--- src/rtl/id_ex_operand_stage.sv ---
// ID/EX operand stage: load-use stall detection, register-file read with
// same-cycle write-back bypass, ID/EX pipeline register and EX-stage
// operand forwarding from EX/MEM and MEM/WB.
module id_ex_operand_stage #(
  parameter int XLEN = 64
) (
  input  logic            clk,
  input  logic            reset,
  input  logic            in_valid,
  output logic            in_ready,
  input  logic [4:0]      id_Rs1,
  input  logic [4:0]      id_Rs2,
  input  logic [4:0]      id_Rd,
  input  logic            id_RegWrite,
  input  logic            id_MemRead,
  output logic [4:0]      Rs1,
  output logic [4:0]      Rs2,
  input  logic [XLEN-1:0] ReadData1,
  input  logic [XLEN-1:0] ReadData2,
  input  logic            exmem_RegWrite,
  input  logic [4:0]      exmem_Rd,
  input  logic [XLEN-1:0] exmem_ALUResult,
  input  logic            memwb_RegWrite,
  input  logic [4:0]      memwb_Rd,
  input  logic [XLEN-1:0] memwb_WriteData,
  input  logic            flush,
  output logic            ex_valid,
  output logic            ex_RegWrite,
  output logic            ex_MemRead,
  output logic [4:0]      ex_Rd,
  output logic [XLEN-1:0] ex_Op1,
  output logic [XLEN-1:0] ex_Op2,
  output logic [1:0]      ForwardA,
  output logic [1:0]      ForwardB
);

  typedef struct packed {
    logic            valid;
    logic [4:0]      rs1;
    logic [4:0]      rs2;
    logic [4:0]      rd;
    logic            regwrite;
    logic            memread;
    logic [XLEN-1:0] raw1;
    logic [XLEN-1:0] raw2;
  } idex_t;

  idex_t idex_q, idex_d;
  logic  hazard;

  // x0 reads as zero; a write-back landing this cycle beats the stale RF read.
  function automatic logic [XLEN-1:0] capture(input logic [4:0] rs,
                                              input logic [XLEN-1:0] rf);
    if (rs == 5'd0)                           return '0;
    else if (memwb_RegWrite && memwb_Rd == rs) return memwb_WriteData;
    else                                       return rf;
  endfunction

  // EX/MEM wins over MEM/WB; never forward into x0; nothing when EX is a bubble.
  function automatic logic [1:0] fwd_sel(input logic [4:0] rs);
    if (!idex_q.valid)                                            return 2'b00;
    else if (exmem_RegWrite && exmem_Rd != 5'd0 && exmem_Rd == rs) return 2'b10;
    else if (memwb_RegWrite && memwb_Rd != 5'd0 && memwb_Rd == rs) return 2'b01;
    else                                                           return 2'b00;
  endfunction

  assign Rs1 = id_Rs1;
  assign Rs2 = id_Rs2;

  // Load in EX whose result a decoding instruction needs: hold IF/ID one cycle.
  assign hazard   = idex_q.valid && idex_q.memread && idex_q.rd != 5'd0 &&
                    (idex_q.rd == id_Rs1 || idex_q.rd == id_Rs2);
  assign in_ready = reset || !hazard;

  // Next ID/EX contents: accepted instruction, otherwise an all-zero bubble.
  always_comb begin
    idex_d = '0;
    if (!flush && in_valid && !hazard) begin
      idex_d.valid    = 1'b1;
      idex_d.rs1      = id_Rs1;
      idex_d.rs2      = id_Rs2;
      idex_d.rd       = id_Rd;
      idex_d.regwrite = id_RegWrite;
      idex_d.memread  = id_MemRead;
      idex_d.raw1     = capture(id_Rs1, ReadData1);
      idex_d.raw2     = capture(id_Rs2, ReadData2);
    end
  end

  // ID/EX pipeline register.
  always_ff @(posedge clk or posedge reset) begin
    if (reset) idex_q <= '0;
    else       idex_q <= idex_d;
  end

  // EX-stage forwarding select and operand muxes.
  always_comb begin
    ForwardA = fwd_sel(idex_q.rs1);
    ForwardB = fwd_sel(idex_q.rs2);
    unique case (ForwardA)
      2'b10:   ex_Op1 = exmem_ALUResult;
      2'b01:   ex_Op1 = memwb_WriteData;
      default: ex_Op1 = idex_q.raw1;
    endcase
    unique case (ForwardB)
      2'b10:   ex_Op2 = exmem_ALUResult;
      2'b01:   ex_Op2 = memwb_WriteData;
      default: ex_Op2 = idex_q.raw2;
    endcase
  end

  assign ex_valid    = idex_q.valid;
  assign ex_RegWrite = idex_q.regwrite;
  assign ex_MemRead  = idex_q.memread;
  assign ex_Rd       = idex_q.rd;

endmodule
--- config.mk ---
export PLATFORM = sky130hd
export DESIGN_NAME = id_ex_operand_stage
export DESIGN_NICKNAME = d
export VERILOG_FILES = /design/src/rtl/id_ex_operand_stage.sv
export SDC_FILE = /design/constraint.sdc
export NUM_CORES = 1
export LEC_CHECK = 0
export BUFFER_PORTS_ARGS = -buffer_cell sky130_fd_sc_hd__buf_2
export CAP_MARGIN = 20
export CORE_MARGIN = 2
export CORE_UTILIZATION = 34
export CTS_CLUSTER_SIZE = 30
export DETAILED_ROUTE_END_ITERATION = 16
export PLACE_DENSITY = 0.63
export RECOVER_POWER = 100
export SLEW_MARGIN = 20
export SYNTH_ARGS = -nofsm -noshare
export SYNTH_HDL_FRONTEND = slang
export SYNTH_SLANG_ARGS = --single-unit
--- constraint.sdc ---
create_clock -name clk -period 6.2 [get_ports clk]
set_clock_uncertainty 0.2 [all_clocks]
set_input_delay 1.24 -clock clk [delete_from_list [all_inputs] [get_ports clk]]
set_output_delay 1.24 -clock clk [all_outputs]
set_load 0.01 [all_outputs]
==> metrics.txt <==
Synth warnings 0; GP Congestion 0.898; status finished with violations; Slew Limit Fails 285; cts bufs inserted 17; CTS sink cnt 146; Final Setup Violations 0; area leader, netlist dfrtp_1; Mapped Cells 1211; placed cell area 0.0128 sq mm; Initial DRT Pass Iterations 5; final wirelength 45.2 mm; Clock transition at path regs 0.08 ns; critical path type input port to output pin; worst-skew pair later-pin latency 0.42 ns; post-DP HPWL 30.3 mm; largest cells by area after synthesis dfrtp_1 (34%), a221oi_2 (17%), o21ai_0 (12%); Worst Setup End Kind output pin; vias in the first global route 11700; post-synthesis sequential area ratio 0.343; crit path DAT 4.26 ns; Pwr per Cell Area 205 mW/mm^2; Core ar. 0.0307 sq mm; RSZ-0062 raised after global routing no; wire length per cell 23.3 microns; CTS max path bufs 2; first-pass GRT wire length 68.9 mm; Yosys top cell area share 0.343; syn_area_per_cell 8.80 sq um; post-route cell area 0.0125 sq mm; Starting Density 0.346; Final min period 5.70 ns; initial antenna violation count 6; die area 0.0328 sq mm; DRC viols 0; synthesized area 0.0107 sq mm; number of synthesized register bits 146; crit path max fanout 52; antenna-violating nets left 0; root buffer cell clkbuf_16; failing checks capacitance limit, slew limit; Tot GR Track Use 0.268; Worst Hold Class input port to asynchronous set/reset pin; Post-CTS Setup Repair Bufs 0; setup total negative slack 0 ns; Detailed Route Iter0 Violations 904; post-synth net total 1504; number of cell rows 64; H-tree depth 4; relative slew slack -1.48; worst-margin pin slew 3.71 ns; final hold violation count 0; Layout Nets 1819; Synth cell types 33; IO Pins 440; Peak supply drop 0.138 mV; Max-Cap Viols 3; largest net degree at the start of global routing 147; WP data required 4.76 ns; post_cts resized 0; Final Util 0.406; crit share post-route 0.920; gr ovfl total 0; share of layout cells above drive strength 1 0.251; vias per cell 6.11; Max Fclk 0.175 GHz; via count 11900; CTS tree done; Critical Path Start Type input port; CTS Hold Buffers Added 0; Static Leak 4.86 nW; die height 181 microns; Fillers 3298; Area growth syn-to-layout 17.1%; die width 181 microns; number of I/O port buffers 439
==> layer usage <==
layer | GRT usage | routed length [microns]
met1 | 0.343 | 18100
met2 | 0.453 | 21800
met3 | 0.0439 | 3950
met4 | 0.106 | 1360
met5 | 0 | 13
==> cell usage after synthesis, drive strengths merged <==
library cell / count
a211oi: 17
nor2b: 1
xor2: 9
or3: 2
or4: 2
o21ai: 257
nand4: 2
nor3: 4
and2: 4
nor4: 3
o22ai: 1
nand2b: 2
a21oi: 1
inv: 18
nand2: 134
a221oi: 128
ha: 4
xnor2: 31
dfrtp: 146
and4: 2
buf: 74
clkbuf: 102
nand3: 135
a22oi: 128
o311a: 1
o211ai: 1
a31o: 2
==> report_power, final <==
| group | total, mW | switching [mW] | internal, mW |
|---|---|---|---|
| combinational | 0.487 | 0.326 | 0.160 |
| clock | 1.06 | 0.474 | 0.584 |
| sequential | 1.01 | 0.0155 | 0.992 |
| total | 2.55 | 0.816 | 1.74 |
==> layout by cell type (no fill, tap or decap), types with 2 or more instances in the layout <==
master      synthesis  final
a221oi_1            8    127
nand2_1           134    132
inv_1              18     17
clkbuf_16           0     17
clkinvlp_4          0      5
a211oi_1           17     17
a31o_4              0      2
xor2_1              9      9
clkbuf_2            0      3
xnor2_1            31     31
or3_1               2      2
o21ai_0           256    257
nand2b_1            2      2
buf_12              0      5
inv_6               0      4
nand4_1             2      2
or4_1               2      2
clkbuf_8            0      2
nor3_1              4      4
nor4_1              3      3
and4_2              0      2
dfrtp_1           146    146
diode_2             0      4
buf_4              17     22
buf_2              24    310
and2_2              0      2
and2_0              0      2
clkbuf_1          102    133
nand3_1           135    135
ha_2                0      3
nand2_2             0      2
a22oi_1           128    128
==> through the flow <==
| stage | hold WS, ns | setup WS [ns] | power (mW) | cells |
|---|---|---|---|---|
| finish | 0.692 | 0.498 | 2.55 | 1939 |
| global route | 0.700 | 0.215 | 2.65 | 1939 |
| CTS | 0.579 | 0.757 | 2.61 | 1935 |
| detailed placement | 0.704 | 0.753 | 1.55 | 1903 |
| global placement | 0.666 | 0.745 | 1.55 | 1903 |
| floorplan | 0.673 | 1.02 | 1.30 | 1211 |
==> sequential cells by signal, summed over array words and instances (netlist names) <==
| name | cells |
|---|---|
| ex_valid | 1 |
| ex_RegWrite | 1 |
| ex_MemRead | 1 |
| idex_q | 138 |
| ex_Rd | 5 |
==> worst max-delay path, stage by stage <==
cell and delay [ns]:
buf_2 0.12, or4_1 0.52, o21ai_0 0.23, nor4_1 0.14, nor3_1 0.29, ha_2 0.94, clkbuf_1 0.41, nand2_1 0.09
o21ai_0 0.10, buf_2 0.17
==> worst paths after layout <==
kind | slack (ns) | endpoint | cells after the start | start
worst max-delay path | 0.50 | ex_Op2[35] | 10 | exmem_Rd[1]
worst min-delay path | 0.69 | idex_q[120] | 2 | reset
worst max register to register | 2.11 | idex_q[90] | 5 | ex_Rd[2]
worst min register to register | 0.70 | ex_valid | 2 | ex_MemRead
max in group asynchronous | 1.14 | idex_q[96] | 3 | reset
min in group clk | 0.70 | ex_valid | 2 | ex_MemRead
==> kinds of logic after synthesis <==
group                    after synthesis  synth area share
buffers and inverters                194            0.0916
adder cells (fa/ha/maj)                4           0.00470
AO/OA/AOI/OAI                        536             0.404
AND/OR/NAND/NOR                      291             0.124
flip-flops                           146             0.343
XOR/XNOR                              40            0.0329
==> area by class of cell <==
type                       instances  area, sq um  area share
multi-input combinational        871         5340       0.428
sequential                       146         3650       0.293
timing repair buffer             472         2330       0.187
tap                              396          495      0.0397
clock buffer                      20          457      0.0366
clock inverter                    12          123     0.00983
inverter                          18         68.8     0.00552
antenna                            4         10.0    0.000802
(Power assumes the default switching activity.)
